===== config.mk =====
export PLATFORM = sky130hd
export DESIGN_NAME = usb_slave_endp_mux
export DESIGN_NICKNAME = d
export VERILOG_FILES = /design/src/rtl/usb_slave_endp_mux.sv
export SDC_FILE = /design/constraint.sdc
export NUM_CORES = 1
export LEC_CHECK = 0
export BUFFER_PORTS_ARGS = -buffer_cell sky130_fd_sc_hd__buf_4
export CAP_MARGIN = 20
export CORE_ASPECT_RATIO = 1.4
export CORE_MARGIN = 3
export CORE_UTILIZATION = 47
export CTS_CLUSTER_SIZE = 25
export DETAILED_ROUTE_END_ITERATION = 16
export GPL_ROUTABILITY_DRIVEN = 0
export PLACE_DENSITY = 0.77
export SLEW_MARGIN = 20
export SYNTH_ARGS = -nofsm -noshare
export SYNTH_HDL_FRONTEND = slang
export SYNTH_SLANG_ARGS = --single-unit

===== constraint.sdc =====
create_clock -name clk -period 1.8 [get_ports clk]
set_input_delay 0.09 -clock clk [delete_from_list [all_inputs] [get_ports clk]]
set_output_delay 0.09 -clock clk [all_outputs]
set_load 0.05 [all_outputs]

===== src/rtl/usb_slave_endp_mux.sv =====
// Endpoint multiplexer for a USB slave controller. It routes the selected endpoint's
// control, FIFO and status signals, and keeps per-endpoint byte counters.
module usb_slave_endp_mux #(
  parameter int NUM_EP = 4,
  parameter int CNT_W  = 10
) (
  input  logic                    clk,
  input  logic                    rst,
  input  logic [3:0]              currEndP,
  input  logic [NUM_EP*5-1:0]     epCtrlFlat,
  output logic [4:0]              endPControlReg,
  input  logic                    NAKSent,
  input  logic                    stallSent,
  input  logic                    CRCError,
  input  logic                    bitStuffError,
  input  logic                    RxOverflow,
  input  logic                    RxTimeOut,
  input  logic                    dataSequence,
  input  logic                    ACKRxed,
  input  logic                    endPMuxErrorsWEn,
  input  logic                    clrEPRdy,
  output logic [NUM_EP*8-1:0]     epStatusFlat,
  output logic [NUM_EP-1:0]       clrRdyVec,
  input  logic                    TxFifoREn,
  output logic [7:0]              TxFifoData,
  output logic                    TxFifoEmpty,
  output logic [NUM_EP-1:0]       TxFifoEPREn,
  input  logic [NUM_EP*8-1:0]     TxFifoEPData,
  input  logic [NUM_EP-1:0]       TxFifoEPEmpty,
  input  logic                    RxFifoWEn,
  output logic                    RxFifoFull,
  output logic [NUM_EP-1:0]       RxFifoEPWEn,
  input  logic [NUM_EP-1:0]       RxFifoEPFull,
  output logic [NUM_EP*CNT_W-1:0] epByteCntFlat
);

  localparam logic [4:0]       NUM_EP_L = 5'(NUM_EP);
  localparam logic [CNT_W-1:0] CNT_MAX  = '1;

  logic              sel;
  logic [NUM_EP-1:0] hit;
  logic [7:0]        status_in;
  logic [4:0]        ctrl_mux;
  logic [7:0]        data_mux;
  logic              empty_mux;
  logic              full_mux;

  assign sel = {1'b0, currEndP} < NUM_EP_L;
  assign status_in = {dataSequence, ACKRxed, stallSent, NAKSent,
                      RxOverflow, bitStuffError, CRCError, RxTimeOut};

  // hit is one-hot (or all zero when out of range), so OR-ing acts as the mux
  always_comb begin
    ctrl_mux  = '0;
    data_mux  = '0;
    empty_mux = 1'b0;
    full_mux  = 1'b0;
    for (int i = 0; i < NUM_EP; i++) begin
      if (hit[i]) begin
        ctrl_mux  = ctrl_mux | epCtrlFlat[i*5 +: 5];
        data_mux  = data_mux | TxFifoEPData[i*8 +: 8];
        empty_mux = empty_mux | TxFifoEPEmpty[i];
        full_mux  = full_mux | RxFifoEPFull[i];
      end
    end
  end

  assign endPControlReg = ctrl_mux;
  assign TxFifoData     = data_mux;
  assign TxFifoEmpty    = ~sel | empty_mux;
  assign RxFifoFull     = ~sel | full_mux;

  genvar gi;
  generate
    for (gi = 0; gi < NUM_EP; gi++) begin : g_ep
      logic [7:0]       status_reg;
      logic [CNT_W-1:0] run_reg;
      logic [CNT_W-1:0] run_next;
      logic [CNT_W-1:0] byte_cnt_reg;
      logic             clr_reg;

      assign hit[gi]         = sel && (currEndP == 4'(gi));
      assign TxFifoEPREn[gi] = hit[gi] & TxFifoREn & ~TxFifoEPEmpty[gi];
      assign RxFifoEPWEn[gi] = hit[gi] & RxFifoWEn & ~RxFifoEPFull[gi];

      // a simultaneous read and write still counts as a single byte
      assign run_next = ((TxFifoEPREn[gi] | RxFifoEPWEn[gi]) && (run_reg != CNT_MAX))
                        ? run_reg + CNT_W'(1) : run_reg;

      always_ff @(posedge clk or negedge rst) begin
        if (!rst) begin
          status_reg   <= '0;
          run_reg      <= '0;
          byte_cnt_reg <= '0;
          clr_reg      <= 1'b0;
        end else begin
          clr_reg <= hit[gi] & clrEPRdy;
          if (hit[gi] && endPMuxErrorsWEn) begin
            status_reg   <= status_in;
            byte_cnt_reg <= run_next;
            run_reg      <= '0;
          end else begin
            run_reg <= run_next;
          end
        end
      end

      assign epStatusFlat[gi*8 +: 8]         = status_reg;
      assign epByteCntFlat[gi*CNT_W +: CNT_W] = byte_cnt_reg;
      assign clrRdyVec[gi]                    = clr_reg;
    end
  endgenerate

endmodule


==> results by stage <==
Critical path:
- The endpoint class of the critical path is a register.
- The register-to-register setup slack is between 0.06 and 0.07 ns.
- At the worst endpoint, the required time is around 2.1 ns.
- The number of cells on the worst reg-to-reg path is 5.
- The arrival time at the worst endpoint is a little over 2 ns.
- The critical path is of the reg2reg type.
- The origin of the critical flop-to-flop path is g_ep[3].run_reg[0]$_DFF_PN0_.
- The worst setup path is launched from a register.
- The peak fanout along the critical path is 5.
- The endpoint identified for the worst register-to-register timing path is g_ep[3].byte_cnt_reg[7]$_DFFE_PN0P_.

Yosys:
- The number of flip-flops and latches in the synthesized netlist is 116.
- The post-synth net total is 699.
- Yosys printed 0 warnings.
- The main flop type after synthesis is sky130_fd_sc_hd__dfrtp_1.
- Synthesis handed over a netlist of about 620 instances.
- The post-synthesis instance area is 5780 um^2.
- In this run, synthesis inferred 0 flip-flops with an integrated enable.
- After synthesis, the share of flip-flops with an asynchronous set or reset is 100%.
- The share of the Yosys chip area taken by registers is 50.2%.
- The number of different library cells used by synthesis comes to 60.
- In this run the mean area of a mapped cell was between 9 and 10 um^2.

Power and ir drop:
- For this design the ratio of total power to cell area is approximately 1100 nW/um^2.
- The sequential power share is about a third.
- In this run the static leakage power is 3.91 nW.
- IR analysis of the VDD net gives a maximum drop of between 0.6 and 0.7 mV.
- The combinational share of power is a little over a quarter.
- Of the total power, the clock network draws 39.3%.
- The internal power contribution is around 6.2 mW.
- Of the total power, the share spent switching nets is 32.8%.
- The net switching power of the design is 3.01 mW.

Detailed routing:
- The detailed router finished its first iteration with 202 violations.
- Once detail routing completed, the nets flagged for antenna violations numbered 0.
- The average via count per standard cell is slightly below 6.
- The detailed-router iteration count before antenna repair is 5.
- The sum of routed wire length over all layers is between 15000 and 20000 um.
- The total via count in the routed design is 5712.
- The number of remaining DRC errors is 0.
- The routed wirelength normalized by instance count is roughly 18 um.

Clocking:
- The number of clock buffers added by TritonCTS is 17.
- The register clock-pin slew on the reported worst setup and hold paths is approximately 0.060 ns.
- TritonCTS built the clock tree.
- The clock passes through at most 2 buffers.
- The H-tree was split into 4 levels.
- The root buffer cell chosen for the clock tree is sky130_fd_sc_hd__clkbuf_16.
- The clock net in this run drives a total of 116 sinks.
- The clock insertion delay at the later pin of the skew report is between 0.4 and 0.5 ns.

Timing:
- The worst path in the final design needs a cycle of around 1.7 ns, including I/O delays and setup.
- The count of endpoints failing setup in the final report is 0.
- Setup repair after global routing could not meet its margin everywhere.
- For this run, the top clock speed supported by timing is 578 MHz.
- Setup total negative slack on the finished layout was measured at 0 ns.
- The worst clock skew on the final layout is 0.00923 ns.
- The share of the clock period used by the worst path after layout is 96.2%.
- The final max-slew violation count is 0.
- In the post-route analysis, the smallest setup slack over all paths is 0.0691 ns.
- The worst pin sits at a relative slew slack of approximately two thirds.
- The slew at the pin closest to its max-slew limit is around 0.5 ns.
- The count of final hold-check violations was 0.

Final layout:
- Leaving out filler cells and counting taps, the final layout contains between 900 and 1000.
- The synthesis-to-finish area growth is 43.7%.
- After the last flow step, the layout net total stands at 913.
- The final instance area is 8300 um^2.
- The diode insertion count for antenna repair is 0.
- At the end of the flow the core is filled with cells to 69.6%.
- In the final layout, the share of cells above drive strength 1 is roughly a third.

Die:
- For this design the top-level I/O count stands at about 180.
- The full die area is around 14000 um^2.
- The starting density of the core is between 40% and 50%.
- The floorplan has 47 rows.
- The height of the chip is between 100 and 150 um.
- The core area is between 10000 and 15000 um^2.
- The die is between 90 and 100 um wide.

Global route:
- The overall overflow remaining after global route is 0.
- The maximum number of pins on one net before global-route repair is 42.
- The global-route usage over all layers is 25.9%.
- The via count of the first global-routing pass is 5751.
- The number of antenna violations at the first check in global routing came to 0.
- The first-pass GRT wire length is roughly 28000 um.

Place:
- Summed over all nets, the half-perimeter wirelength after detailed placement is between 10000 and 15000 um.
- After detailed placement, the total cell area comes to 7490 um^2.
- The count of buffers added on input and output ports is 176.
- The post-place setup slack is -0.103 ns.
- Including well taps, the total number of placed cells is ~950.

Hold path:
- The path class of the lowest-slack min-delay path is in2async.

Status:
- The run finished with clean final reports.

Run:
- The count of max-cap constraint violations is 0.
==> area by class of cell <==
cell class                      instances  area [um^2]
Clock inverter                          9          150
Fill cell                             894         3630
Timing Repair Buffer                  229         1780
Multi-Input combinational cell        461         2780
Clock buffer                           22          484
Sequential cell                       116         2900
Inverter                                6         22.5
Tap cell                              147          184
==> power groups by stage <==
stage | combinational [mW] | sequential (mW) | clock (mW)
final | 2.43 | 3.15 | 3.61
after global routing | 2.57 | 3.19 | 3.76
after CTS | 2.43 | 3.15 | 3.63
after detailed placement | 2.40 | 3.19 | 0
after global placement | 2.36 | 3.17 | 0
after floorplan | 0.533 | 4.11 | 0
==> stage by stage <==
step	hold WS, ns	power [mW]
6_report	0.178	9.19
5_1_grt	0.228	9.52
4_1_cts	0.188	9.22
3_5_place_dp	0.0660	5.59
3_3_place_gp	0.0633	5.54
2_1_floorplan	-0.206	4.65
==> cells by family (layout without fill, tap and decap cells) <==
family	count (synthesis)	in the layout	synth area share, %
DFF	116	116	50.2
adders and majority gates	4	4	0.866
AOI/OAI and AO/OA	153	153	18.4
muxes	13	13	2.69
and+or+nand+nor	291	291	24.7
buffers and inverters	40	266	3.16
==> cell usage after synthesis, types with 6 or more instances <==
library cell               count  area share, %
sky130_fd_sc_hd__nand4_1       8           0.87
sky130_fd_sc_hd__or4_1         7           0.91
sky130_fd_sc_hd__and3_1        7           0.76
sky130_fd_sc_hd__nor3_1       19            1.6
sky130_fd_sc_hd__nand2_1     148            9.6
sky130_fd_sc_hd__nand2b_1     12            1.3
sky130_fd_sc_hd__and2_1       10            1.1
sky130_fd_sc_hd__mux2i_1      11            1.9
sky130_fd_sc_hd__dfrtp_1     116             50
sky130_fd_sc_hd__nor2_1       32            2.1
sky130_fd_sc_hd__o21ai_0      27            2.3
sky130_fd_sc_hd__a21oi_1      26            2.3
sky130_fd_sc_hd__inv_1         6           0.39
sky130_fd_sc_hd__clkbuf_1     20            1.3
sky130_fd_sc_hd__nand3_1      12            1.0
sky130_fd_sc_hd__a31oi_1      22            2.4
sky130_fd_sc_hd__buf_2         8           0.69
sky130_fd_sc_hd__o31ai_1      16            2.1
sky130_fd_sc_hd__a22oi_1      26            3.4
sky130_fd_sc_hd__or3_1         9           0.97
==> placed cells by master, fill, tap and decap left out, drive strengths merged, types with 3 or more instances in the layout <==
cell type | synthesis | layout
mux2i | 11 | 11
nor2b | 4 | 4
and2 | 11 | 11
buf | 14 | 219
nor4 | 3 | 3
dfrtp | 116 | 116
clkinv | 0 | 3
nand2 | 148 | 148
nand3 | 12 | 12
a2111oi | 5 | 5
or4 | 8 | 8
or3 | 9 | 9
and3 | 7 | 7
a31oi | 22 | 22
o21ai | 30 | 30
inv | 6 | 6
o31ai | 16 | 16
nor2 | 32 | 32
nand2b | 12 | 12
ha | 4 | 4
clkbuf | 20 | 22
nand4 | 8 | 8
o21a | 4 | 4
bufinv | 0 | 4
nor3 | 19 | 19
a21oi | 27 | 27
nor4b | 4 | 4
dlygate4sd3 | 0 | 10
and4 | 4 | 4
o2111ai | 3 | 3
a22oi | 26 | 26
o211ai | 3 | 3
==> how the worst max path moves through the flow <==
stage / from / end / slack [ns] / depth (start not counted)
finish: g_ep[3].run_reg[0]$_DFF_PN0_ / g_ep[3].byte_cnt_reg[7]$_DFFE_PN0P_ / 0.07 / 5
global route: g_ep[3].run_reg[3]$_DFF_PN0_ / g_ep[3].byte_cnt_reg[7]$_DFFE_PN0P_ / -0.05 / 5
CTS: g_ep[0].run_reg[0]$_DFF_PN0_ / g_ep[0].byte_cnt_reg[8]$_DFFE_PN0P_ / 0.01 / 5
detailed placement: currEndP[2] / g_ep[2].byte_cnt_reg[7]$_DFFE_PN0P_ / -0.10 / 6
global placement: currEndP[2] / g_ep[2].byte_cnt_reg[7]$_DFFE_PN0P_ / -0.06 / 6
floorplan: g_ep[3].run_reg[0]$_DFF_PN0_ / g_ep[3].byte_cnt_reg[1]$_DFFE_PN0P_ / 0.02 / 6
==> layer usage <==
layer / GRT usage (%) / share of wire (%)
met5: 0 / 0
met2: 48.4 / 54
met4: 12.8 / 3.6
met1: 27.1 / 36
met3: 5.32 / 6.3
==> critical path, cell delays in order (launching register included) <==
cell                      delay, ns
sky130_fd_sc_hd__dfrtp_1       0.38
sky130_fd_sc_hd__ha_2          0.20
sky130_fd_sc_hd__and4_1        0.18
sky130_fd_sc_hd__a21bo_2       0.24
sky130_fd_sc_hd__or4_4         0.51
sky130_fd_sc_hd__a31oi_2       0.14
==> what timing repair did <==
action,in CTS,in global routing
hold endpoints to repair,85,0
setup endpoints to repair,8,18
gates resized for setup,3,14
pin swaps,0,5
buffers inserted,0,1
hold buffers,10,0
Power figures use the tool's default switching activity.
